**config.mk**
```make
export PLATFORM = sky130hd
export DESIGN_NAME = sw_bounce_gen_flat
export DESIGN_NICKNAME = d
export VERILOG_FILES = /design/src/rtl/sw_bounce_gen_if.sv /design/src/rtl/sw_bounce_gen.sv /design/src/flat_wrapper.sv
export SDC_FILE = /design/constraint.sdc
export NUM_CORES = 1
export LEC_CHECK = 0
export BUFFER_PORTS_ARGS = -buffer_cell sky130_fd_sc_hd__buf_2
export CAP_MARGIN = 20
export CORE_AREA = 2 2 106 108
export CTS_CLUSTER_SIZE = 25
export DETAILED_ROUTE_END_ITERATION = 7
export DIE_AREA = 0 0 108 110
export HOLD_SLACK_MARGIN = 0.03
export SYNTH_ARGS = -nofsm -noshare
export SYNTH_HDL_FRONTEND = slang
export SYNTH_SLANG_ARGS = --single-unit
```
**constraint.sdc**
```tcl
create_clock -name clk50m -period 2.2 [get_ports clk50m]
set_input_delay 0.22 -clock clk50m [delete_from_list [all_inputs] [get_ports clk50m]]
set_output_delay 0.22 -clock clk50m [all_outputs]
set_load 0.005 [all_outputs]
```
**src/rtl/sw_bounce_gen_if.sv**
```systemverilog
// Request/status bundle between a bounce-generator user (master) and sw_bounce_gen (slave).
// sw is the raw, bouncing switch line; n_bounce reports its edge count for the last transition.
interface sw_bounce_gen_if;
  logic       req;
  logic       level;
  logic       rnd_en;
  logic       sw;
  logic       busy;
  logic       done;
  logic [4:0] n_bounce;

  modport master (
    output req,
    output level,
    output rnd_en,
    input  sw,
    input  busy,
    input  done,
    input  n_bounce
  );

  modport slave (
    input  req,
    input  level,
    input  rnd_en,
    output sw,
    output busy,
    output done,
    output n_bounce
  );
endinterface

```
**src/rtl/sw_bounce_gen.sv**
```systemverilog
// Mechanical-switch emulator: drives a target level with k glitch pairs of length G each,
// then holds the level for a settle window and pulses done. Gaps fixed or LFSR-drawn.
module sw_bounce_gen #(
  parameter int unsigned BOUNCE_PAIRS = 3,
  parameter int unsigned MIN_GAP      = 16,
  parameter int unsigned SETTLE_CYC   = 1000,
  parameter logic [15:0] LFSR_SEED    = 16'hACE1
) (
  input logic            clk50m,
  input logic            rst_n,
  sw_bounce_gen_if.slave bus
);

  localparam int unsigned SegW = $clog2(MIN_GAP + 16);
  localparam int unsigned SetW = $clog2(SETTLE_CYC + 1);

  localparam logic [3:0]      PairsMax   = 4'(BOUNCE_PAIRS);
  localparam logic [SegW-1:0] GapFixM1   = SegW'(MIN_GAP - 1);
  localparam logic [SetW-1:0] SettleLoad = SetW'(SETTLE_CYC - 1);

  if (BOUNCE_PAIRS > 15) begin : g_bad_pairs
    $error("BOUNCE_PAIRS must be in 0..15");
  end
  if (MIN_GAP < 1) begin : g_bad_gap
    $error("MIN_GAP must be >= 1");
  end
  if (SETTLE_CYC < 1) begin : g_bad_settle
    $error("SETTLE_CYC must be >= 1");
  end
  if (LFSR_SEED == 16'h0000) begin : g_bad_seed
    $error("LFSR_SEED must be nonzero");
  end

  typedef enum logic [1:0] {
    StIdle,
    StHiSeg,
    StLoSeg,
    StSettle
  } state_e;

  state_e          state_q;
  logic [15:0]     lfsr_q;
  logic [SegW-1:0] seg_cnt_q;
  logic [SetW-1:0] set_cnt_q;
  logic [3:0]      pairs_q;
  logic            level_q;
  logic            rnd_q;
  logic            same_pend_q;
  logic            sw_q;
  logic            busy_q;
  logic            done_q;
  logic [4:0]      n_bounce_q;

  logic            lfsr_fb;
  logic [3:0]      nib;
  logic [3:0]      k_req;
  logic [SegW-1:0] gap_req_m1;
  logic [SegW-1:0] gap_lat_m1;

  // Fibonacci taps 16,14,13,11
  assign lfsr_fb = lfsr_q[15] ^ lfsr_q[13] ^ lfsr_q[12] ^ lfsr_q[10];
  assign nib     = lfsr_q[3:0];

  always_comb begin
    k_req = PairsMax;
    if (bus.rnd_en && (nib < PairsMax)) begin
      k_req = nib;
    end
  end

  // Counters are loaded with G-1 so a segment spans exactly G edges.
  assign gap_req_m1 = bus.rnd_en ? (GapFixM1 + SegW'(nib)) : GapFixM1;
  assign gap_lat_m1 = rnd_q      ? (GapFixM1 + SegW'(nib)) : GapFixM1;

  always_ff @(posedge clk50m or negedge rst_n) begin
    if (!rst_n) begin
      state_q     <= StIdle;
      lfsr_q      <= LFSR_SEED;
      seg_cnt_q   <= '0;
      set_cnt_q   <= '0;
      pairs_q     <= '0;
      level_q     <= 1'b0;
      rnd_q       <= 1'b0;
      same_pend_q <= 1'b0;
      sw_q        <= 1'b0;
      busy_q      <= 1'b0;
      done_q      <= 1'b0;
      n_bounce_q  <= '0;
    end else begin
      lfsr_q <= {lfsr_q[14:0], lfsr_fb};
      done_q <= 1'b0;
      case (state_q)
        StIdle: begin
          if (same_pend_q) begin
            same_pend_q <= 1'b0;
            done_q      <= 1'b1;
          end else if (bus.req && !done_q) begin
            if (bus.level != sw_q) begin
              sw_q       <= bus.level;
              busy_q     <= 1'b1;
              level_q    <= bus.level;
              rnd_q      <= bus.rnd_en;
              pairs_q    <= k_req;
              n_bounce_q <= {k_req, 1'b1};
              if (k_req != 4'd0) begin
                state_q   <= StHiSeg;
                seg_cnt_q <= gap_req_m1;
              end else begin
                state_q   <= StSettle;
                set_cnt_q <= SettleLoad;
              end
            end else begin
              // Already at the requested level: no edge, just acknowledge.
              n_bounce_q  <= '0;
              same_pend_q <= 1'b1;
            end
          end
        end

        StHiSeg: begin
          if (seg_cnt_q == '0) begin
            sw_q      <= ~level_q;
            seg_cnt_q <= gap_lat_m1;
            state_q   <= StLoSeg;
          end else begin
            seg_cnt_q <= seg_cnt_q - 1'b1;
          end
        end

        StLoSeg: begin
          if (seg_cnt_q == '0) begin
            sw_q    <= level_q;
            pairs_q <= pairs_q - 1'b1;
            if (pairs_q == 4'd1) begin
              state_q   <= StSettle;
              set_cnt_q <= SettleLoad;
            end else begin
              state_q   <= StHiSeg;
              seg_cnt_q <= gap_lat_m1;
            end
          end else begin
            seg_cnt_q <= seg_cnt_q - 1'b1;
          end
        end

        StSettle: begin
          if (set_cnt_q == '0) begin
            done_q  <= 1'b1;
            busy_q  <= 1'b0;
            state_q <= StIdle;
          end else begin
            set_cnt_q <= set_cnt_q - 1'b1;
          end
        end

        default: state_q <= StIdle;
      endcase
    end
  end

  assign bus.sw       = sw_q;
  assign bus.busy     = busy_q;
  assign bus.done     = done_q;
  assign bus.n_bounce = n_bounce_q;

endmodule
```
**src/flat_wrapper.sv**
```systemverilog
// flat-port wrapper written by rule: the top's interface ports become plain ports
module sw_bounce_gen_flat 
#(
  parameter int unsigned BOUNCE_PAIRS = 3,
  parameter int unsigned MIN_GAP      = 16,
  parameter int unsigned SETTLE_CYC   = 1000,
  parameter logic [15:0] LFSR_SEED    = 16'hACE1
)
  (clk50m, rst_n, bus_req, bus_level, bus_rnd_en, bus_sw, bus_busy, bus_done, bus_n_bounce);
  sw_bounce_gen_if bus_i ();
  input logic clk50m;
  input logic rst_n;
  input wire logic [$bits(bus_i.req)-1:0] bus_req;
  input wire logic [$bits(bus_i.level)-1:0] bus_level;
  input wire logic [$bits(bus_i.rnd_en)-1:0] bus_rnd_en;
  output wire logic [$bits(bus_i.sw)-1:0] bus_sw;
  output wire logic [$bits(bus_i.busy)-1:0] bus_busy;
  output wire logic [$bits(bus_i.done)-1:0] bus_done;
  output wire logic [$bits(bus_i.n_bounce)-1:0] bus_n_bounce;
  assign bus_i.req = bus_req;
  assign bus_i.level = bus_level;
  assign bus_i.rnd_en = bus_rnd_en;
  assign bus_sw = bus_i.sw;
  assign bus_busy = bus_i.busy;
  assign bus_done = bus_i.done;
  assign bus_n_bounce = bus_i.n_bounce;
  sw_bounce_gen #(.BOUNCE_PAIRS(BOUNCE_PAIRS), .MIN_GAP(MIN_GAP), .SETTLE_CYC(SETTLE_CYC), .LFSR_SEED(LFSR_SEED)) u_core (.clk50m(clk50m), .rst_n(rst_n), .bus(bus_i));
endmodule
```
Word level (Yosys, flattened, before mapping). Cells that the tools add are included.

Logic and storage cells: 108. Bits of input ports: 5. Flip-flop bits (word level): 48. Output and inout port bits: 8.

$add $sub $neg: 4. Bitwise gates (word level): 5. Eq/ne operators: 16. Multiplexer cells: 51. Reduce and logical (&&, ||, !) cells: 19. Order comparisons: 1.

Operators by type and width (number): 10-bit 2-to-1 mux (7); 5-bit 2-to-1 mux (10); 10-bit one-hot mux with 3 select lines (1); 4-bit 2-to-1 mux (5); 6-bit AND reduction (3); 2-bit 2-to-1 mux (8); 5-bit one-hot mux with 3 select lines (1); 1-bit 2-to-1 mux (14); 2-bit by 1-bit inequality test with 1-bit output, second input constant (7); 10-bit zero test (1); 5-bit AND reduction (2); 10-bit by 1-bit subtractor with 10-bit output, second input constant (1); 2-bit one-hot mux with 4 select lines (1); 4-bit one-hot mux with 2 select lines (1); 8-bit AND reduction (1); 2-bit inequality test, second input constant (3); 3-bit nonzero test (2); 4-bit by 4-bit adder with 5-bit output, first input constant (1); 5-bit zero test (1); 5-bit by 1-bit subtractor with 5-bit output, second input constant (1); 2-bit equality test, second input constant (2); 4-bit by 1-bit equality test with 1-bit output, second input constant (1); 4-bit by 2-bit less-than comparator with 1-bit output, second input constant (1); 1-bit one-hot mux with 2 select lines (2); other kinds (14) (19).

Depth between registers and ports, before layout.
Depth after elaboration: 9. Mapped depth: 8.

Worst setup path before layout. No wires, ideal clock.

Path type: reg-to-reg. Start point: register u_core.lfsr_q[1]. End point: register u_core.set_cnt_q[0]. Required time: 2079 ps. Stages on the path, launching flop included: 6. Buffers on the path: 0. Period minus slack after synthesis: 2174 ps. Setup slack: 26 ps. Setup time: 121 ps. Data arrival time: 2053 ps. Cells stage by stage: dfrtp_1 > ha_1 > or4b_1 > o41ai_4 > nand3_2 > o22a_1.

Longest elaborated chain between the ends: 6.

Ends and longest elaborated chain: from (decl) (RTL line sw_bounce_gen.sv:42) `logic [15:0] lfsr_q;`; from (signal assigned) (RTL line sw_bounce_gen.sv:90) `lfsr_q <= {lfsr_q[14:0], lfsr_fb};`; 4-bit by 2-bit less-than comparator with 1-bit output (RTL line sw_bounce_gen.sv:66) `if (bus.rnd_en && (nib < PairsMax)) begin`; 1-bit logical AND (RTL line sw_bounce_gen.sv:66); 4-bit 2-to-1 mux * (RTL line sw_bounce_gen.sv:66); 4-bit nonzero test * (RTL line sw_bounce_gen.sv:105) `if (k_req != 4'd0) begin`; 2-bit inequality test (no line) *; 8-bit AND reduction (no line) *; to (signal assigned) (RTL line sw_bounce_gen.sv:110) `set_cnt_q <= SettleLoad;`; to (signal assigned) (RTL line sw_bounce_gen.sv:136) `set_cnt_q <= SettleLoad;`; to (signal assigned) (RTL line sw_bounce_gen.sv:152) `set_cnt_q <= set_cnt_q - 1'b1;`; to (decl) (RTL line sw_bounce_gen.sv:44) `logic [SetW-1:0] set_cnt_q;`.

Mark *: on every way between the ends. The rest lies on a longest branch, timed or not. A chain may end at the register's enable or synchronous reset.

Worst setup path in the final report.
Start point: register u_core.seg_cnt_q[0]. End point: register u_core.pairs_q[3].

Longest elaborated chain between the ends: 3.

Ends and longest elaborated chain: from (decl) (RTL line sw_bounce_gen.sv:43) `logic [SegW-1:0] seg_cnt_q;`; from (signal assigned) (RTL line sw_bounce_gen.sv:107) `seg_cnt_q <= gap_req_m1;`; from (signal assigned) (RTL line sw_bounce_gen.sv:123) `seg_cnt_q <= gap_lat_m1;`; from (signal assigned) (RTL line sw_bounce_gen.sv:126) `seg_cnt_q <= seg_cnt_q - 1'b1;`; 5-bit zero test (RTL line sw_bounce_gen.sv:131) `if (seg_cnt_q == '0) begin`; 2-bit by 1-bit inequality test with 1-bit output (no line); 5-bit AND reduction (no line); to (signal assigned) (RTL line sw_bounce_gen.sv:103) `pairs_q <= k_req;`; to (signal assigned) (RTL line sw_bounce_gen.sv:133) `pairs_q <= pairs_q - 1'b1;`; to (decl) (RTL line sw_bounce_gen.sv:45) `logic [3:0] pairs_q;`.

No other way between the ends.

==> flow_metrics.tcl <==
set metrics [dict create \
    cpPeakStageDelay_ns 0.48 \
    grtUsageTotal_pct 10.3 \
    crit_fanout 5 \
    cts_inserted_buffers 5 \
    synthArstFlopShare_pct 100 \
    start_util_pct 23.8 \
    avgSynthCellArea_um2 10.5 \
    worst_ep_required_time_ns 2.43 \
    power_mw 3.63 \
    dieWidth_um 108 \
    p_leak_nw 1.32 \
    pwr_density_cell_mw_per_mm2 1170 \
    endpoint_kind "flip-flop" \
    wire_per_inst_um 14.0 \
    first_iter_violations 128 \
    instances_no_fill 420 \
    hp-class "input port to flip-flop" \
    ant_nets 0 \
    worstPathCellList "inv_1, ha_4, or4b_4, a21o_4, or4_4, a22oi_2" \
    grt_max_degree 21 \
    grt_pass1_wl_mm 9.85 \
    yosys-top-cells-area "dfrtp_1 (39%), dfstp_2 (8.3%), ha_1 (5.9%), inv_1 (3.0%), mux2_2 (2.7%)" \
    cts_root_buffer "clkbuf_8" \
    path_buf_inv 1 \
    die_h_um 110 \
    synth_edf_count 0 \
    syn2layout_area_growth_pct 22.2 \
    tns_ns 0 \
    met1_usage_pct 14.5 \
    crit_family "simple AND/OR/NAND/NOR gates" \
    worstPathArrival_ns 2.35 \
    hold_violations 0 \
    numPortBuffers 12 \
    placed_area_mm2 0.00292 \
    clk_latency_ns 0.30 \
    reg2reg_depth 6 \
    min_path_cells 2 \
    regToRegEndpoint "u_core.pairs_q[3]" \
    htreeDepth 2 \
    period_share_pct 96.2 \
    grtUsageMet3_pct 2.18 \
    maxSlewHeadroom_pct 53.3 \
    holdWs_ns 0.200 \
    worstSetupStartpointType "flip-flop" \
    min_from "bus_rnd_en" \
    max_freq_mhz 472 \
    place_inst 411 \
    ys_types 56 \
    holdPathEnd "u_core.rnd_q" \
    peakVddDrop_uv 515 \
    synth_most_common_cell "dfrtp_1" \
    crit_slowest_cell "or4b_4" \
    synthFlopType "dfrtp_1" \
    ys_ff_latch 48 \
    vias 2021 \
    cts_tree "done" \
    post-route-util_pct 29.1 \
    grt_busiest_layer "met2" \
    grtUsageMet2_pct 16.5 \
    clock_path_buffers 2 \
    synth_warnings 0 \
    drtPass1Iterations 4 \
    nets 296 \
    slew_violations 0 \
    first_global_vias 1928 \
    period_minus_slack_ns 2.12 \
    worstSetupPathType "flip-flop to flip-flop" \
    grt_overflow 0 \
    rrSetupSlack_ns 0.08 \
    r2r-start "u_core.seg_cnt_q[0]" \
    core-area_mm2 0.0107 \
    final_area_mm2 0.00311 \
    clkSinkCount 48 \
    setup_slack_ns 0.0826 \
    syn_area_mm2 0.00254 \
    die_area_mm2 0.0119 \
    pre_cts_slack_ns 0.0303 \
    setup_viol 0 \
    ys_top_cells_by_count "dfrtp_1 (40), inv_1 (20), nand2_1 (14)" \
    finalClockSkew_ns 0.00408 \
    core.rowCount 38 \
    clkTransAtPathRegs_ns 0.10 \
    gp_congestion 0.887 \
    via_per_inst 4.81 \
    drt-total-wl_mm 5.88 \
    worst_pin_slew_ns 0.701 \
    antenna_cells 0 \
    outcome "finished, final reports clean" \
    rsz0062_at_grt "false" \
    syn_inst 243 \
    synth_nets 260 \
    seq_area_frac_synth_pct 47.6 \
    drive_above_1_share_pct 28.2 \
    antenna_found_initial 0 \
    place_hpwl_mm 4.40 \
    post-route-drc-count 0 \
    synth_top_cell_by_area "dfrtp_1" \
    cap_violations 0 \
    yosysTopAreaCellShare_pct 39.4 \
    num_io_pins 13 \
]
-- cell usage in the layout, fill, tap and decap left out, types with 3 or more instances in the layout --
cell	n
a211oi_2	4
o22a_1	6
nor2_1	13
a21oi_1	8
o31ai_1	5
nor3_1	7
dfrtp_1	40
a31oi_1	4
xnor2_1	4
or4b_2	3
ha_1	11
nor4b_1	4
dfstp_2	8
nand3_1	7
clkbuf_8	5
mux2i_1	4
mux2_2	6
o21ai_0	13
buf_2	12
buf_4	23
nand2_1	14
or3_1	3
inv_1	20
and2_1	4
-- cells by family (layout without fill, tap and decap cells) --
logic type / Yosys count / count (layout) / synth area share [%]
muxes: 10 / 10 / 4.23
adders and majority gates: 12 / 12 / 5.90
buffers and inverters: 27 / 64 / 4.08
DFF: 48 / 48 / 47.6
and+or+nand+nor: 71 / 71 / 16.0
AOI/OAI and AO/OA: 69 / 69 / 20.1
xor gates and xnor gates: 6 / 6 / 2.07
-- registers in the layout (all words and copies together) (netlist names) --
| name | flops |
|---|---|
| u_core.lfsr_q | 16 |
| u_core.set_cnt_q | 10 |
| u_core.bus.n_bounce | 5 |
| u_core.seg_cnt_q | 5 |
| u_core.pairs_q | 4 |
| u_core.state_q | 2 |
| u_core.bus.busy | 1 |
| u_core.bus.done | 1 |
| u_core.bus.sw | 1 |
| u_core.level_q | 1 |
| u_core.rnd_q | 1 |
| u_core.same_pend_q | 1 |
-- worst max-delay path by stage --
stage	start	endpoint	slack [ns]	depth (start not counted)
after floorplan	u_core.lfsr_q[1]	u_core.set_cnt_q[0]	0.03	5
after global placement	u_core.lfsr_q[1]	u_core.set_cnt_q[0]	0.08	5
after detailed placement	u_core.seg_cnt_q[0]	u_core.set_cnt_q[1]	0.03	7
after CTS	u_core.seg_cnt_q[0]	u_core.set_cnt_q[5]	0.01	7
after global routing	u_core.seg_cnt_q[0]	u_core.pairs_q[3]	0.007	6
final	u_core.seg_cnt_q[0]	u_core.pairs_q[3]	0.08	6
-- power by group --
group / internal [mW] / switching (mW) / total (mW)
Sequential: 1.05 / 0.154 / 1.21
Clock: 0.234 / 0.323 / 0.558
Combinational: 0.840 / 1.02 / 1.86
Total: 2.13 / 1.50 / 3.63
-- per-layer routing --
metal	share of wire [%]	wire, µm
met5	0	0
met4	0.43	25
met3	3.7	220
met2	49	2900
met1	46	2730
-- final cells by class --
cell class / count / area [µm²]
inverters: 20 / 75.1
fillers: 1121 / 7590
well taps: 140 / 175
clock buffers: 5 / 68.8
repair buffers: 36 / 243
clock inverters: 3 / 26.3
multi-input cells: 168 / 1310
flip-flops and latches: 48 / 1210
-- timing repair --
action	CTS	global route
hold buffers	1	0
pin swaps	0	3
endpoints found under the setup margin	1	18
setup buffers	0	0
hold endpoints to repair	10	0
gates resized for setup	1	14
(Power assumes the default switching activity.)
